===== src/rtl/sca_pkg.sv =====
// Shared types and helpers for the side-channel serial master.
package sca_pkg;

    localparam int MIN_HALF_DIV = 4;

    typedef enum logic [2:0] {
        IDLE,
        TRST,
        SHIFT_HI,
        SHIFT_LO,
        SETTLE,
        CAP,
        READ,
        DONE
    } sca_state_t;

    function automatic int clog2(input int value);
        int result;
        result = 0;
        while ((1 << result) < value) result++;
        return result;
    endfunction

endpackage


===== src/rtl/sca_serial_master_if.sv =====
// Stimulus/response handshake bundle between host logic and the serial master.
interface sca_serial_master_if #(
    parameter int CFG_W = 16,
    parameter int OUT_W = 8
);
    logic [CFG_W-1:0] cfg_data;
    logic             cfg_trst;
    logic             cfg_valid;
    logic             cfg_ready;
    logic [OUT_W-1:0] rsp_data;
    logic             rsp_valid;
    logic             rsp_ready;

    modport master (
        output cfg_data, cfg_trst, cfg_valid, rsp_ready,
        input  cfg_ready, rsp_data, rsp_valid
    );

    modport slave (
        input  cfg_data, cfg_trst, cfg_valid, rsp_ready,
        output cfg_ready, rsp_data, rsp_valid
    );
endinterface


===== src/rtl/sca_clkgen_phase.sv =====
// Half-period timer shared by the reset, shift, capture and read phases.
module sca_clkgen_phase
    import sca_pkg::*;
#(
    parameter int HALF_DIV = 4
) (
    input  logic clk,
    input  logic rst_n,
    input  logic run,
    output logic phase_end
);
    localparam int HC_W = clog2(HALF_DIV);

    logic [HC_W-1:0] hc;

    // Held at zero while idle so every phase starts on a full half-period.
    always_ff @(posedge clk or negedge rst_n) begin
        if (!rst_n) begin
            hc <= '0;
        end else if (!run || phase_end) begin
            hc <= '0;
        end else begin
            hc <= hc + 1'b1;
        end
    end

    assign phase_end = run && (hc == HC_W'(HALF_DIV - 1));

endmodule


===== src/rtl/sca_serial_master.sv =====
// Host-side driver: shifts a stimulus word into the target, captures and reads back its scan chain.
module sca_serial_master
    import sca_pkg::*;
#(
    parameter int CFG_W      = 16,
    parameter int OUT_W      = 8,
    parameter int HALF_DIV   = 4,
    parameter int SETTLE_CYC = 16
) (
    input  logic                clk,
    input  logic                rst_n,
    sca_serial_master_if.slave  bus,
    output logic                sca_clk,
    output logic                sca_data,
    output logic                sca_rst_n,
    output logic                so_clk,
    output logic                so_en,
    input  logic                so_data,
    output logic                busy
);
    localparam int BIT_MAX = (CFG_W > OUT_W) ? CFG_W : OUT_W;
    localparam int BC_W    = clog2(BIT_MAX + 1);
    localparam int SC_W    = clog2(SETTLE_CYC + 1);

    if (HALF_DIV < MIN_HALF_DIV) begin : g_half_div_check
        $error("sca_serial_master: HALF_DIV below minimum");
    end
    if (SETTLE_CYC < 1) begin : g_settle_check
        $error("sca_serial_master: SETTLE_CYC must be at least 1");
    end

    sca_state_t       state;
    logic [CFG_W-2:0] sreg;   // bits still to send after the one on sca_data
    logic [OUT_W-1:0] rbuf;
    logic [BC_W-1:0]  bitcnt;
    logic [SC_W-1:0]  scnt;
    logic             lo_half;
    logic             so_meta;
    logic             so_sync;
    logic             run;
    logic             phase_end;
    logic             accept;

    assign accept = (state == IDLE) && bus.cfg_valid && bus.cfg_ready;
    assign run    = (state == TRST) || (state == SHIFT_HI) || (state == SHIFT_LO) ||
                    (state == CAP)  || (state == READ);

    sca_clkgen_phase #(.HALF_DIV(HALF_DIV)) u_phase (
        .clk       (clk),
        .rst_n     (rst_n),
        .run       (run),
        .phase_end (phase_end)
    );

    always_ff @(posedge clk or negedge rst_n) begin
        if (!rst_n) begin
            so_meta <= 1'b0;
            so_sync <= 1'b0;
        end else begin
            so_meta <= so_data;
            so_sync <= so_meta;
        end
    end

    // Payload registers are always reloaded before use, so they carry no reset.
    always_ff @(posedge clk) begin
        if (accept) begin
            sreg <= bus.cfg_data[CFG_W-2:0];
        end else if (state == SHIFT_LO && phase_end) begin
            sreg <= sreg << 1;
        end
        if (state == READ && !lo_half && phase_end) begin
            rbuf <= {rbuf[OUT_W-2:0], so_sync};
        end
    end

    always_ff @(posedge clk or negedge rst_n) begin
        if (!rst_n) begin
            state         <= IDLE;
            bus.cfg_ready <= 1'b0;
            bus.rsp_valid <= 1'b0;
            bus.rsp_data  <= '0;
            sca_clk       <= 1'b1;
            sca_data      <= 1'b0;
            sca_rst_n     <= 1'b1;
            so_clk        <= 1'b1;
            so_en         <= 1'b1;
            busy          <= 1'b0;
            bitcnt        <= '0;
            scnt          <= '0;
            lo_half       <= 1'b0;
        end else begin
            case (state)
                IDLE: begin
                    if (accept) begin
                        bus.cfg_ready <= 1'b0;
                        busy          <= 1'b1;
                        sca_data      <= bus.cfg_data[CFG_W-1];
                        if (bus.cfg_trst) begin
                            sca_rst_n <= 1'b0;
                            state     <= TRST;
                        end else begin
                            state <= SHIFT_HI;
                        end
                    end else begin
                        bus.cfg_ready <= 1'b1;
                    end
                end
                TRST: begin
                    if (phase_end) begin
                        lo_half <= !lo_half;
                        if (lo_half) begin
                            sca_rst_n <= 1'b1;
                            state     <= SHIFT_HI;
                        end
                    end
                end
                SHIFT_HI: begin
                    if (phase_end) begin
                        sca_clk <= 1'b0;
                        state   <= SHIFT_LO;
                    end
                end
                SHIFT_LO: begin
                    // Next bit goes out together with the rising edge, mid-way between falls.
                    if (phase_end) begin
                        sca_clk <= 1'b1;
                        if (bitcnt == BC_W'(CFG_W - 1)) begin
                            bitcnt <= '0;
                            state  <= SETTLE;
                        end else begin
                            bitcnt   <= bitcnt + 1'b1;
                            sca_data <= sreg[CFG_W-2];
                            state    <= SHIFT_HI;
                        end
                    end
                end
                SETTLE: begin
                    if (scnt == SC_W'(SETTLE_CYC - 1)) begin
                        scnt  <= '0;
                        so_en <= 1'b0;
                        state <= CAP;
                    end else begin
                        scnt <= scnt + 1'b1;
                    end
                end
                CAP: begin
                    if (phase_end) begin
                        lo_half <= !lo_half;
                        so_clk  <= lo_half;
                        if (lo_half) begin
                            so_en <= 1'b1;
                            state <= READ;
                        end
                    end
                end
                READ: begin
                    if (phase_end) begin
                        if (lo_half) begin
                            so_clk  <= 1'b1;
                            lo_half <= 1'b0;
                        end else if (bitcnt == BC_W'(OUT_W - 1)) begin
                            bitcnt <= '0;
                            state  <= DONE;
                        end else begin
                            bitcnt  <= bitcnt + 1'b1;
                            so_clk  <= 1'b0;
                            lo_half <= 1'b1;
                        end
                    end
                end
                DONE: begin
                    // First DONE cycle publishes rbuf, which includes the final sample.
                    if (!bus.rsp_valid) begin
                        bus.rsp_valid <= 1'b1;
                        bus.rsp_data  <= rbuf;
                    end else if (bus.rsp_ready) begin
                        bus.rsp_valid <= 1'b0;
                        bus.cfg_ready <= 1'b1;
                        busy          <= 1'b0;
                        state         <= IDLE;
                    end
                end
                default: state <= IDLE;
            endcase
        end
    end

endmodule

===== src/flat_wrapper.sv =====
// flat-port wrapper written by rule: the top's interface ports become plain ports
module sca_serial_master_flat import sca_pkg::*;
#(
    parameter int CFG_W      = 16,
    parameter int OUT_W      = 8,
    parameter int HALF_DIV   = 4,
    parameter int SETTLE_CYC = 16
)
  (clk, rst_n, sca_clk, sca_data, sca_rst_n, so_clk, so_en, so_data, busy, bus_cfg_data, bus_cfg_trst, bus_cfg_valid, bus_rsp_ready, bus_cfg_ready, bus_rsp_data, bus_rsp_valid);
  sca_serial_master_if #(.CFG_W(CFG_W), .OUT_W(OUT_W)) bus_i ();
  input  logic clk;
  input  logic rst_n;
  output logic sca_clk;
  output logic sca_data;
  output logic sca_rst_n;
  output logic so_clk;
  output logic so_en;
  input  logic so_data;
  output logic busy;
  input wire logic [$bits(bus_i.cfg_data)-1:0] bus_cfg_data;
  input wire logic [$bits(bus_i.cfg_trst)-1:0] bus_cfg_trst;
  input wire logic [$bits(bus_i.cfg_valid)-1:0] bus_cfg_valid;
  input wire logic [$bits(bus_i.rsp_ready)-1:0] bus_rsp_ready;
  output wire logic [$bits(bus_i.cfg_ready)-1:0] bus_cfg_ready;
  output wire logic [$bits(bus_i.rsp_data)-1:0] bus_rsp_data;
  output wire logic [$bits(bus_i.rsp_valid)-1:0] bus_rsp_valid;
  assign bus_i.cfg_data = bus_cfg_data;
  assign bus_i.cfg_trst = bus_cfg_trst;
  assign bus_i.cfg_valid = bus_cfg_valid;
  assign bus_i.rsp_ready = bus_rsp_ready;
  assign bus_cfg_ready = bus_i.cfg_ready;
  assign bus_rsp_data = bus_i.rsp_data;
  assign bus_rsp_valid = bus_i.rsp_valid;
  sca_serial_master #(.CFG_W(CFG_W), .OUT_W(OUT_W), .HALF_DIV(HALF_DIV), .SETTLE_CYC(SETTLE_CYC)) u_core (.clk(clk), .rst_n(rst_n), .bus(bus_i), .sca_clk(sca_clk), .sca_data(sca_data), .sca_rst_n(sca_rst_n), .so_clk(so_clk), .so_en(so_en), .so_data(so_data), .busy(busy));
endmodule

===== config.mk =====
export PLATFORM = sky130hd
export DESIGN_NAME = sca_serial_master_flat
export DESIGN_NICKNAME = d
export VERILOG_FILES = /design/src/rtl/sca_pkg.sv /design/src/rtl/sca_serial_master_if.sv /design/src/rtl/sca_clkgen_phase.sv /design/src/rtl/sca_serial_master.sv /design/src/flat_wrapper.sv
export SDC_FILE = /design/constraint.sdc
export NUM_CORES = 1
export LEC_CHECK = 0
export BUFFER_PORTS_ARGS = -buffer_cell sky130_fd_sc_hd__buf_2
export CAP_MARGIN = 25
export CORE_UTILIZATION = 55
export CTS_CLUSTER_DIAMETER = 80
export CTS_CLUSTER_SIZE = 28
export DETAILED_ROUTE_END_ITERATION = 8
export HOLD_SLACK_MARGIN = 0.15
export PLACE_DENSITY = 0.83
export SKIP_CTS_REPAIR_TIMING = 1
export SYNTH_ARGS = -nofsm -noshare
export SYNTH_HDL_FRONTEND = slang
export SYNTH_SLANG_ARGS = --single-unit

===== constraint.sdc =====
create_clock -name clk -period 4.41 [get_ports clk]
set_input_delay 0 -clock clk [delete_from_list [all_inputs] [get_ports clk]]
set_output_delay 0 -clock clk [all_outputs]
set_load 0.01 [all_outputs]

==> flow_metrics.py <==
metrics = {
    "run_status": {
        "outcome": "completed",
    },
    "setup_path": {
        "endpoint_kind": "flip-flop",
        "cp.arrival_ns": 2.18,
        "crit_start": "u_core.state[1]",
        "crit_end": "u_core.sreg[11]",
        "r2r_cells": 3,
        "cp_cell_sequence": "nand4bb_4 -> nor2_4 -> mux2_2",
        "worstPathMaxFanout": 24,
        "critPathBufInv": 0,
        "r2r_start": "u_core.state[1]",
        "cp_num_cells": 3,
        "r2r_slack_ns": 2.32,
        "critical_path.slowest_cell": "dfrtp_1",
        "r2r_end": "u_core.sreg[11]",
        "startpoint_type": "flip-flop",
        "critPathTopFamily": "simple AND/OR/NAND/NOR gates",
        "critical_path_required_ns": 4.50,
        "cpPeakStageDelay_ns": 0.66,
        "crit_type": "flip-flop to flip-flop",
    },
    "timing": {
        "final_max_slew_viol_count": 0,
        "whs_ns": 0.1467,
        "finalWorstPathRequiredPeriod_ns": 2.088,
        "setup_violations": 0,
        "hold_viol": 0,
        "skew_ns": 0.01011,
        "maxSlewHeadroom_pct": 48.35,
        "grt_setup_unrepaired": "no",
        "clock.fmax_ghz": 0.4789,
        "tightest_slew_ns": 0.7748,
        "setup_tns_ns": 0,
        "period_share_pct": 47.35,
    },
    "layout": {
        "antennaDiodeCount": 0,
        "nets": 295,
        "drive_gt1_share_pct": 31.50,
        "syn2layout_area_growth_pct": 21.57,
        "fin_cells": 327,
        "fin_area_sq_um": 3258,
        "final_common_cell": "buf_2",
        "mostFrequentLayoutCells": "37 x buf_2, 30 x dfrtp_1, 23 x edfxtp_1, 20 x mux2_2, 20 x dlygate4sd3_1",
    },
    "routing": {
        "avgRoutedWirePerCell_um": 15.02,
        "viasPerCell": 5.584,
        "drc": 0,
        "ant_nets": 0,
        "dr.pass1.iters": 4,
        "routed-via-count": 1826,
        "drtIter0Drc": 73,
        "wirelength_um": 4911,
    },
    "global_routing": {
        "grt_start_max_net_pins": 35,
        "antenna_found_initial": 0,
        "globalRouteOverflowTotal": 0,
        "grt_pass1_wl_um": 7686,
        "first_global_vias": 1757,
        "grt_usage_pct": 20.02,
    },
    "die": {
        "die_y_um": 71.81,
        "core_sq_um": 4692,
        "fp.dieArea_sq_um": 5156,
        "initial_core_util_pct": 57.12,
        "die_w_um": 71.81,
        "rows": 25,
        "ios": 38,
    },
    "synthesis": {
        "avgSynthCellArea_sq_um": 12.88,
        "yosysUniqueCellTypes": 50,
        "synth-simple-area-share_pct": 14.47,
        "netlist_instances": 208,
        "yosysTopAreaCellShare_pct": 28.01,
        "synthMuxAreaShare_pct": 10.88,
        "synth-xor-area-share_pct": 0.6536,
        "synth_top_family_by_area": "simple AND/OR/NAND/NOR gates",
        "ys_ff_latch": 57,
        "syn-cell-area_sq_um": 2680,
        "synthArstFlopShare_pct": 59.65,
        "ys_top_cells_by_area": "dfrtp_1 28%, edfxtp_1 26%, mux2_2 8.4%",
        "seq_area_frac_synth_pct": 57.70,
        "synth_area_leader_cell": "dfrtp_1",
        "synthAdderAreaFrac_pct": 2.334,
        "synth_nets": 235,
        "yosysWarnings": 0,
        "synth-compound-area-share_pct": 10.50,
        "synth_flop_cell": "dfrtp_1",
        "synth_edf_count": 23,
    },
    "placement": {
        "dp_cells": 291,
        "gp_congestion": 0.7637,
        "port_buffers": 37,
        "placed_cell_area_sq_um": 2878,
        "hpwl_um": 3079,
    },
    "clocking": {
        "root_buffer": "clkbuf_8",
        "clock-sinks": 57,
        "cts_made_buffers": 9,
        "clk_latency_ns": 0.35,
        "htreeDepth": 3,
        "cts_tree": "yes",
        "clock_path_buffers": 2,
        "path_clk_slew_ns": 0.06,
    },
    "pwr": {
        "p_int_w": 0.001246,
        "pwr-share-clk_pct": 24.8,
        "p_total_w": 0.001840,
        "p_leak_nw": 1.355,
        "seqPwrFrac_pct": 47.2,
        "swShare_pct": 32.28,
        "p_comb_share_pct": 28.0,
        "p_switching_w": 0.0005940,
        "ir_drop_v": 0.0002949,
        "cellPowerDensity_nw_per_um2": 564.8,
    },
    "flow_run": {
        "cap_violations": 0,
    },
    "hold_path": {
        "worst_hold_path_type": "primary input to flip-flop",
        "min-delay-start": "bus_cfg_valid",
        "min_path_cells": 4,
    },
}
## Yosys cell counts, types with 2 or more instances
| master | count |
|---|---|
| dfstp_2 | 4 |
| nand2b_1 | 5 |
| and2_1 | 2 |
| ha_1 | 5 |
| a21o_1 | 3 |
| dfrtp_1 | 30 |
| nand4_1 | 3 |
| buf_4 | 2 |
| o21ai_1 | 2 |
| nor2_1 | 8 |
| nand3_1 | 6 |
| o31ai_1 | 2 |
| inv_1 | 7 |
| buf_2 | 5 |
| buf_6 | 2 |
| o21ai_0 | 11 |
| nor2b_1 | 3 |
| xnor2_1 | 2 |
| a31oi_1 | 4 |
| nand4bb_1 | 2 |
| a32o_1 | 2 |
| a21oi_1 | 8 |
| mux2_2 | 20 |
| nand2_1 | 18 |
| edfxtp_1 | 23 |
| mux2_1 | 5 |
## power groups by stage
stage          sequential (W)  clock (W)  combinational [W]
2_1_floorplan        0.000834          0           0.000410
3_3_place_gp         0.000870          0           0.000481
3_5_place_dp         0.000874          0           0.000503
4_1_cts              0.000868   0.000466           0.000505
5_1_grt              0.000892   0.000487           0.000577
6_report             0.000869   0.000456           0.000516
## metal layers
| layer | up-vias | GRT usage (%) | share of wire, % |
|---|---|---|---|
| li1 | 887 | - | - |
| met1 | 878 | 23.82 | 42 |
| met2 | 48 | 31.34 | 51 |
| met3 | 13 | 5.767 | 4.6 |
| met4 | 0 | 14.16 | 2.9 |
| met5 | - | 0 | 0 |
## layout make-up
cell class                 count  area (sq um)
sequential                    57          1546
inverter                       8         30.03
timing repair buffer          58         392.9
fill                         338          1434
clock buffer                  12         135.1
multi-input combinational    134          1041
tap                           54         67.56
clock inverter                 4         45.04
## how the worst min path moves through the flow
stage	endpoint
global placement	u_core.scnt[2]
floorplan	u_core.bitcnt[0]
finish	u_core.bus.cfg_ready
global route	u_core.bus.cfg_ready
detailed placement	u_core.scnt[2]
CTS	u_core.bitcnt[0]
## worst min-delay path: cells and delay by family
| family | cells | cell delay [ns] |
|---|---|---|
| simple gates | 3 | 0.32 |
| buf+inv | 1 | 0.12 |
## stage by stage
stage	util [%]	worst slack, ns
2_1_floorplan	-	2.457
3_3_place_gp	61.33	2.392
3_5_place_dp	61.33	2.356
4_1_cts	65.17	2.329
5_1_grt	69.44	2.191
6_report	69.44	2.322
## sequential cells by signal, indices dropped and copies added, names as in the netlist
signal / count
u_core.bus.cfg_ready: 1
u_core.bus.rsp_data: 8
u_core.busy: 1
u_core.lo_half: 1
u_core.so_en: 1
u_core.state: 3
u_core.so_sync: 1
u_core.scnt: 5
u_core.sca_data: 1
u_core.sca_clk: 1
u_core.sreg: 15
u_core.so_meta: 1
u_core.bus.rsp_valid: 1
u_core.sca_rst_n: 1
u_core.rbuf: 8
u_core.bitcnt: 5
u_core.so_clk: 1
u_core.u_phase.hc: 2
## cells by family after synthesis
group                      count (synthesis)
and+or+nand+nor                           61
DFF                                       57
AOI/OAI and AO/OA                         40
muxes                                     26
buffers and inverters                     17
adders and majority gates                  5
xor gates and xnor gates                   2
(Power assumes the default switching activity.)
